<file path="config.mk">
export PLATFORM = sky130hd
export DESIGN_NAME = dtcm_arb
export DESIGN_NICKNAME = d
export VERILOG_FILES = /design/src/rtl/dtcm_arb.sv
export SDC_FILE = /design/constraint.sdc
export NUM_CORES = 1
export LEC_CHECK = 0
export CAP_MARGIN = 20
export CORE_MARGIN = 2
export CORE_UTILIZATION = 39
export DETAILED_ROUTE_END_ITERATION = 10
export PLACE_DENSITY = 0.88
export SLEW_MARGIN = 20
export SYNTH_ARGS = -nofsm -noshare
export SYNTH_HDL_FRONTEND = slang
export SYNTH_SLANG_ARGS = --single-unit
</file>
<file path="constraint.sdc">
create_clock -name CLK -period 4.7 [get_ports CLK]
set_input_delay 0.705 -clock CLK [delete_from_list [all_inputs] [get_ports CLK]]
set_output_delay 0.705 -clock CLK [all_outputs]
set_load 0.03 [all_outputs]
</file>
<file path="src/rtl/dtcm_arb.sv">
// rtl/dtcm_arb.sv - two-port arbiter/sequencer for the dtcm (read, full write, RMW partial write)
// Define DTCM_ARB_RR_EN for round-robin conflict resolution; default is fixed priority to port 0.
module dtcm_arb #(
  parameter int AW = 4,
  parameter int DW = 32
) (
  input  logic            CLK,
  input  logic            RST,
  input  logic            REQ0,
  input  logic            REQ1,
  input  logic            WE0,
  input  logic            WE1,
  input  logic [AW-1:0]   ADDR0,
  input  logic [AW-1:0]   ADDR1,
  input  logic [DW-1:0]   WDATA0,
  input  logic [DW-1:0]   WDATA1,
  input  logic [DW/8-1:0] BE0,
  input  logic [DW/8-1:0] BE1,
  output logic            GNT0,
  output logic            GNT1,
  output logic            RVALID0,
  output logic            RVALID1,
  output logic [DW-1:0]   RDATA0,
  output logic [DW-1:0]   RDATA1,
  output logic [AW-1:0]   M_WADDR,
  output logic [DW-1:0]   M_WDATA,
  output logic            M_WEN,
  output logic [AW-1:0]   M_RADDR,
  output logic            M_REN,
  input  logic [DW-1:0]   M_RDATA
);
  localparam int BW = DW / 8;

  typedef enum logic [1:0] {
    IDLE    = 2'd0,
    RD_WAIT = 2'd1,
    RMW_WR  = 2'd2
  } state_t;

  state_t          r_state;
  state_t          w_next;
  logic            r_own;
  logic            r_last;
  logic [AW-1:0]   r_laddr;
  logic [DW-1:0]   r_lwdata;
  logic [BW-1:0]   r_lbe;

  logic            w_sel;
  logic            w_grant;
  logic            w_we;
  logic [AW-1:0]   w_addr;
  logic [DW-1:0]   w_wdata;
  logic [BW-1:0]   w_be;

  assign RDATA0 = M_RDATA;
  assign RDATA1 = M_RDATA;

  // w_sel is only meaningful when at least one REQ is high.
  always_comb begin
`ifdef DTCM_ARB_RR_EN
    w_sel = (REQ0 && REQ1) ? ~r_last : (REQ0 ? 1'b0 : (REQ1 ? 1'b1 : r_last));
`else
    w_sel = REQ0 ? 1'b0 : (REQ1 ? 1'b1 : r_last);
`endif
  end

  assign w_grant = (r_state == IDLE) && (REQ0 || REQ1);
  assign w_we    = w_sel ? WE1    : WE0;
  assign w_addr  = w_sel ? ADDR1  : ADDR0;
  assign w_wdata = w_sel ? WDATA1 : WDATA0;
  assign w_be    = w_sel ? BE1    : BE0;

  always_ff @(posedge CLK) begin
    if (RST) begin
      r_state  <= IDLE;
      r_own    <= 1'b0;
      r_last   <= 1'b1;
      r_laddr  <= '0;
      r_lwdata <= '0;
      r_lbe    <= '0;
    end else begin
      r_state <= w_next;
      if (w_grant) begin
        r_own    <= w_sel;
        r_last   <= w_sel;
        r_laddr  <= w_addr;
        r_lwdata <= w_wdata;
        r_lbe    <= w_be;
      end
    end
  end

  always_comb begin
    w_next  = r_state;
    GNT0    = 1'b0;
    GNT1    = 1'b0;
    RVALID0 = 1'b0;
    RVALID1 = 1'b0;
    M_WADDR = '0;
    M_WDATA = '0;
    M_WEN   = 1'b0;
    M_RADDR = '0;
    M_REN   = 1'b0;
    case (r_state)
      IDLE: begin
        if (w_grant) begin
          GNT0 = ~w_sel;
          GNT1 = w_sel;
          if (!w_we) begin
            M_REN   = 1'b1;
            M_RADDR = w_addr;
            w_next  = RD_WAIT;
          end else if (&w_be) begin
            M_WEN   = 1'b1;
            M_WADDR = w_addr;
            M_WDATA = w_wdata;
          end else if (|w_be) begin
            M_REN   = 1'b1;
            M_RADDR = w_addr;
            w_next  = RMW_WR;
          end
        end
      end
      RD_WAIT: begin
        RVALID0 = ~r_own;
        RVALID1 = r_own;
        w_next  = IDLE;
      end
      RMW_WR: begin
        M_WEN   = 1'b1;
        M_WADDR = r_laddr;
        // M_RDATA holds the old word fetched in the granting cycle.
        for (int i = 0; i < BW; i++) begin
          M_WDATA[8*i +: 8] = r_lbe[i] ? r_lwdata[8*i +: 8] : M_RDATA[8*i +: 8];
        end
        w_next  = IDLE;
      end
      default: w_next = IDLE;
    endcase
    if (RST) begin
      GNT0    = 1'b0;
      GNT1    = 1'b0;
      RVALID0 = 1'b0;
      RVALID1 = 1'b0;
      M_WEN   = 1'b0;
      M_REN   = 1'b0;
    end
  end
endmodule

</file>
==> results of run 1 <==
-- final timing paths --
path,startpoint,end,slack (ns),cells past startpoint
worst max-delay path,REQ1,M_WDATA[29],0.44,6
worst min-delay path,r_lwdata[4]$_SDFFE_PP0N_,r_lwdata[4]$_SDFFE_PP0N_,0.50,2
worst max register to register,r_last$_SDFFE_PP1N_,r_lbe[0]$_SDFFE_PP0N_,2.42,5
worst min register to register,r_lwdata[4]$_SDFFE_PP0N_,r_lwdata[4]$_SDFFE_PP0N_,0.50,2
-- routing by layer --
metal,wire (um),GRT usage [%],vias to the layer above
li1,-,-,1571
met1,3930,23.7,1495
met2,5340,39.7,169
met3,930,3.84,14
met4,158,5.28,0
met5,0,0,-
-- synth_stat cells, types with 5 or more instances --
cell | instances | area share, %
a211oi_1 | 41 | 9.3
buf_1 | 7 | 0.79
buf_2 | 5 | 0.75
buf_4 | 65 | 15
buf_6 | 7 | 2.4
clkbuf_1 | 10 | 1.1
dfxtp_1 | 44 | 26
mux2i_1 | 73 | 22
nor2_1 | 44 | 5.0
nor3_1 | 7 | 1.1
o22ai_1 | 11 | 2.1
o22ai_2 | 21 | 7.9
-- cell type report --
class                   instances  area, um^2  share of cell area [%]
flip-flops and latches         44         881                    16.9
clock buffers                   5        68.8                    1.32
repair buffers                231        2300                    44.0
clock inverters                 3        42.5                   0.814
multi-input cells             225        1800                    34.4
inverters                       2        7.51                   0.144
well taps                     105         131                    2.51
-- registers in the layout, summed over array words and instances (netlist names) --
name / flops
r_own: 1
r_last: 1
r_lbe: 4
r_laddr: 4
r_lwdata: 32
r_state: 2
-- cells in the final DEF, fill, tap and decap left out, types with 2 or more instances in the layout --
cell type,synthesis,routed
clkdlybuf4s50_1,0,226
mux2i_1,73,73
buf_4,65,4
o22ai_1,11,11
nor3_1,7,7
nor4_1,2,2
dfxtp_1,44,44
nor2_1,44,44
o21ai_0,4,4
a211oi_1,41,41
nand2_1,4,4
o22ai_2,21,21
nor4b_1,2,2
clkbuf_8,0,5
inv_1,2,2
-- power breakdown --
group	leakage, uW	switching, uW	internal (uW)	total (uW)
logic	0.00156	277	266	542
registers	0.000366	42.9	418	461
clock network	0.0000541	128	157	285
total	0.00198	448	841	1290
-- worst max-delay path: cells and delay by family --
kind            cells  cell delay [ns]
buf+inv             3             1.62
compound gates      2             0.87
mux                 1             0.33
-- cell families after synthesis --
| family | count (synthesis) | share of synthesized area (%) |
|---|---|---|
| compound gates | 85 | 22.1 |
| flops | 44 | 26.5 |
| mux | 73 | 22.0 |
| simple gates | 67 | 9.45 |
| buf+inv | 96 | 19.9 |
-- metrics by stage --
step | area (um^2) | setup slack (ns) | util, % | std cells | hold slack, ns
global route | 5220 | 0.282 | 63.3 | 615 | 0.531
CTS | 5220 | 0.427 | 63.3 | 615 | 0.504
finish | 5220 | 0.438 | 63.3 | 615 | 0.503
detailed placement | 5110 | 0.436 | 61.9 | 607 | 0.492
floorplan | 3320 | 1.90 | - | 365 | 0.437
global placement | 5110 | 0.556 | 61.9 | 607 | 0.484
==> flow_metrics.env, run 1 <==
export IMPL_status="finished, final reports clean"
export IMPL_p_leak_uw=0.00198
export IMPL_start_kind="input pin"
export IMPL_die_w_um=96.3
export IMPL_clk_path_buf_depth=2
export IMPL_period_needed_ns=4.26
export IMPL_antenna_cells=0
export IMPL_clk_latency_ns=0.29
export IMPL_synth_edff_count=0
export IMPL_ioPinCount=228
export IMPL_crit_path_cell_trace="clkdlybuf4s50_1 -> o21bai_4 -> buf_4 -> mux2i_1 -> o22ai_2 -> clkdlybuf4s50_1"
export IMPL_path_class="input pin to output port"
export IMPL_worstMarginPinSlew_ns=0.979
export IMPL_drt_vias_per_instance=5.28
export IMPL_cts_sinks=44
export IMPL_ys_warn_count=0
export IMPL_drv_slew=0
export IMPL_fin_tns_setup_ns=0
export IMPL_fin_worst_skew_ns=0.00733
export IMPL_grt_pass1_vias=3126
export IMPL_max_stage_delay_ns=0.74
export IMPL_power_uw=1290
export IMPL_overflow=0
export IMPL_max_cap_violations=0
export IMPL_netlist_instances=365
export IMPL_async_reset_ff_share_pct=0
export IMPL_vias=3249
export IMPL_place_hpwl_um=7780
export IMPL_cp_max_fo=24
export IMPL_pwr_density_cell_nw_per_um2=247
export IMPL_port_buffers=227
export IMPL_drt_wl_total_um=10400
export IMPL_cts_hold_buf=0
export IMPL_arrival_ns=3.56
export IMPL_grt_max_degree=81
export IMPL_wire_per_inst_um=16.8
export IMPL_syn_area_um2=3320
export IMPL_final_nets=627
export IMPL_cts_root_buf="clkbuf_8"
export IMPL_cts_made_buffers=5
export IMPL_grt_pass1_wl_um=15000
export IMPL_min_path_type="register to register"
export IMPL_period_share_pct=90.7
export IMPL_slowest_stage="o21bai_4"
export IMPL_ys_seq_area_share_pct=26.5
export IMPL_num_rows=33
export IMPL_drt_pass1_iterations=5
export IMPL_max_slew_margin_pct=34.7
export IMPL_cpMostUsedCell="clkdlybuf4s50_1"
export IMPL_start_util_pct=40.3
export IMPL_ys_ff_latch=44
export IMPL_dieArea_um2=9280
export IMPL_grt_use_total_pct=20.8
export IMPL_yosysUniqueCellTypes=33
export IMPL_cts_setup_buffers=0
export IMPL_area_growth_pct=57.1
export IMPL_antenna_found_initial=0
export IMPL_die_y_um=96.3
export IMPL_final_antenna_net_count=0
export IMPL_h_tree_depth=2
export IMPL_core_um2=8260
export IMPL_cts_tree="yes"
export IMPL_final_layout_size_suffix_gt1_share_pct=8.04
export IMPL_postCtsResizedCells=0
export IMPL_peakVddDrop_uv=176
export IMPL_gp_congestion=0.812
export IMPL_fmax_mhz=235
export IMPL_rsz0062_at_grt="false"
export IMPL_hold_violations=0
export IMPL_drc=0
export IMPL_cp_required_ns=3.99
export IMPL_synth_net_count=483
export IMPL_n_fill_cell=694
export IMPL_drtIter0Drc=88
export IMPL_syn_avg_cell_area_um2=9.11
export IMPL_finalSetupViolCount=0
export IMPL_clk_transition_reported_paths_ns=0.08
export IMPL_synth_ff_type="dfxtp_1"
export IMPL_end_kind="output port"
(Power assumes the default switching activity.)
==> inputs of run 2 (changes only) <==
--- a/config.mk
+++ b/config.mk
@@ -10,6 +10,7 @@
 export CORE_UTILIZATION = 39
 export DETAILED_ROUTE_END_ITERATION = 10
 export PLACE_DENSITY = 0.88
+export REMOVE_ABC_BUFFERS = 1
 export SLEW_MARGIN = 20
 export SYNTH_ARGS = -nofsm -noshare
 export SYNTH_HDL_FRONTEND = slang
==> run 2 against run 1 <==
Net effect: design area decreased by 0.65%; non-clock buffer count unchanged; first-iteration DRC count decreased by 44%; utilization decreased by 0.41 points; register-to-register slack improved by 0.44 ns; cell count decreased by 0.16%; clock skew increased by 0.0026 ns; clock power decreased by 22%; clock-buffer cell count increased by 1; setup slack improved by 0.083 ns; largest cell class unchanged; highest routed layer unchanged.
==> flow_metrics.env, run 2 (synthesized netlist as in run 1, its figures left out) <==
export IMPL_drt_pass1_iterations=4
export IMPL_largest_reg_flops=32
export IMPL_cpMostUsedCell="clkdlybuf4s50_1"
export IMPL_vias=3208
export IMPL_place_ws_ns=0.530
export IMPL_timing_rr_start="r_state[1]$_SDFFE_PP0P_"
export IMPL_crit_reg2reg_capture="r_lwdata[21]$_SDFFE_PP0N_"
export IMPL_end_kind="output port"
export IMPL_critPathBufInv=3
export IMPL_final_layout_size_suffix_gt1_share_pct=7.66
export IMPL_cts_setup_buffers=0
export IMPL_final_cell_mix="clkdlybuf4s50_1, mux2i_1, nor2_1, dfxtp_1, a211oi_1"
export IMPL_cts_made_buffers=5
export IMPL_cts_tree="yes"
export IMPL_h_tree_depth=2
export IMPL_postCtsResizedCells=0
export IMPL_drtIter0Drc=49
export IMPL_min_path_type="register to register"
export IMPL_pwr_density_cell_nw_per_um2=236
export IMPL_finalSetupViolCount=0
export IMPL_period_needed_ns=4.18
export IMPL_grt_use_total_pct=20.8
export IMPL_overflow=0
export IMPL_peakVddDrop_uv=127
export IMPL_n_fill_cell=695
export IMPL_rsz0062_at_grt="false"
export IMPL_hold_violations=0
export IMPL_regMostFlops="r_lwdata"
export IMPL_fmax_mhz=239
export IMPL_top_regs="r_lwdata: 32 flops, r_laddr: 4 flops, r_lbe: 4 flops"
export IMPL_stdcell_count=614
export IMPL_final_nets=627
export IMPL_final_util_pct=62.8
export IMPL_status="finished, final reports clean"
export IMPL_slowest_stage="clkdlybuf4s50_1"
export IMPL_cts_root_buf="clkbuf_8"
export IMPL_die_w_um=96.3
export IMPL_gp_congestion=0.824
export IMPL_ioPinCount=228
export IMPL_cp_required_ns=3.99
export IMPL_worstMarginPinSlew_ns=0.967
export IMPL_max_cap_violations=0
export IMPL_clk_path_buf_depth=2
export IMPL_start_kind="input pin"
export IMPL_max_stage_delay_ns=0.64
export IMPL_place_hpwl_um=8010
export IMPL_clk_transition_reported_paths_ns=0.07
export IMPL_antenna_cells=0
export IMPL_dp_cells=607
export IMPL_path_class="input pin to output port"
export IMPL_grt_pass1_vias=3181
export IMPL_area_growth_pct=56.1
export IMPL_drt_vias_per_instance=5.22
export IMPL_num_rows=33
export IMPL_grt_pass1_wl_um=15300
export IMPL_start_util_pct=40.3
export IMPL_drv_slew=0
export IMPL_drc=0
export IMPL_final_common_cell="clkdlybuf4s50_1"
export IMPL_core_um2=8260
export IMPL_crit_path_cell_trace="clkdlybuf4s50_1 -> nor4b_2 -> and3_2 -> a31oi_4 -> buf_4 -> o22ai_1 -> clkdlybuf4s50_1"
export IMPL_cts_sinks=44
export IMPL_wire_per_inst_um=16.7
export IMPL_fin_ws_ns=0.521
export IMPL_max_slew_margin_pct=35.6
export IMPL_reg2reg_depth=5
export IMPL_clk_latency_ns=0.29
export IMPL_cp_max_fo=21
export IMPL_drt_wl_total_um=10300
export IMPL_holdWs_ns=0.499
export IMPL_crit_family="buffers and inverters"
export IMPL_port_buffers=227
export IMPL_fin_worst_skew_ns=0.00998
export IMPL_worstHoldEndpoint="r_lwdata[25]$_SDFFE_PP0N_"
export IMPL_arrival_ns=3.47
export IMPL_final_antenna_net_count=0
export IMPL_grt_max_degree=81
export IMPL_dieArea_um2=9280
export IMPL_regToRegSetupSlack_ns=2.86
export IMPL_p_leak_uw=0.00197
export IMPL_holdPathStages=2
export IMPL_period_share_pct=88.9
export IMPL_min_from="r_lwdata[25]$_SDFFE_PP0N_"
export IMPL_antenna_found_initial=0
export IMPL_cts_hold_buf=0
export IMPL_die_y_um=96.3
[run 2: worst max-delay path by stage]
| stage | from | to | slack (ns) | cells after the start |
|---|---|---|---|---|
| floorplan | REQ1 | M_WEN | -2.09 | 3 |
| global placement | REQ1 | M_WDATA[31] | 0.64 | 7 |
| detailed placement | REQ1 | M_WDATA[31] | 0.53 | 7 |
| CTS | REQ1 | M_WDATA[31] | 0.53 | 7 |
| global route | REQ1 | M_WDATA[31] | 0.39 | 7 |
| finish | REQ1 | M_WDATA[30] | 0.52 | 7 |
[run 2: power breakdown]
part           internal, uW  leakage, uW  switching [uW]  total, uW
Combinational           265      0.00156             275        540
Clock                   101    0.0000410             120        221
Sequential              418     0.000366            43.4        461
[run 2: worst reg2reg max path, cell delays in order (launching register included)]
cell      delay (ns)
dfxtp_1         0.39
nor2_1          0.17
o21a_2          0.19
buf_4           0.59
nor2_1          0.14
a211oi_1        0.26
[run 2: cell type report]
type	instances	area, um^2	share of cell area, %
clock buffers	6	72.6	1.40
clock inverters	1	5.00	0.0964
inverters	2	7.51	0.145
multi-input cells	225	1800	34.6
flip-flops and latches	44	881	17.0
well taps	105	131	2.53
repair buffers	231	2300	44.3
[run 2: stage by stage]
step / instance area (um^2) / setup TNS (ns) / power (uW)
after floorplan: 2670 / -72.65 / 696
after global placement: 5110 / 0 / 997
after detailed placement: 5110 / 0 / 1010
after CTS: 5190 / 0 / 1240
after global routing: 5190 / 0 / 1290
final: 5190 / 0 / 1220
[run 2: metal layers]
layer  global-route usage (%)  share of wire, %  vias up
li1                         -                 -     1571
met1                     24.3                39     1480
met2                     39.1                52      146
met3                     3.99               7.5       11
met4                     4.34               1.1        0
met5                        0                 0        -
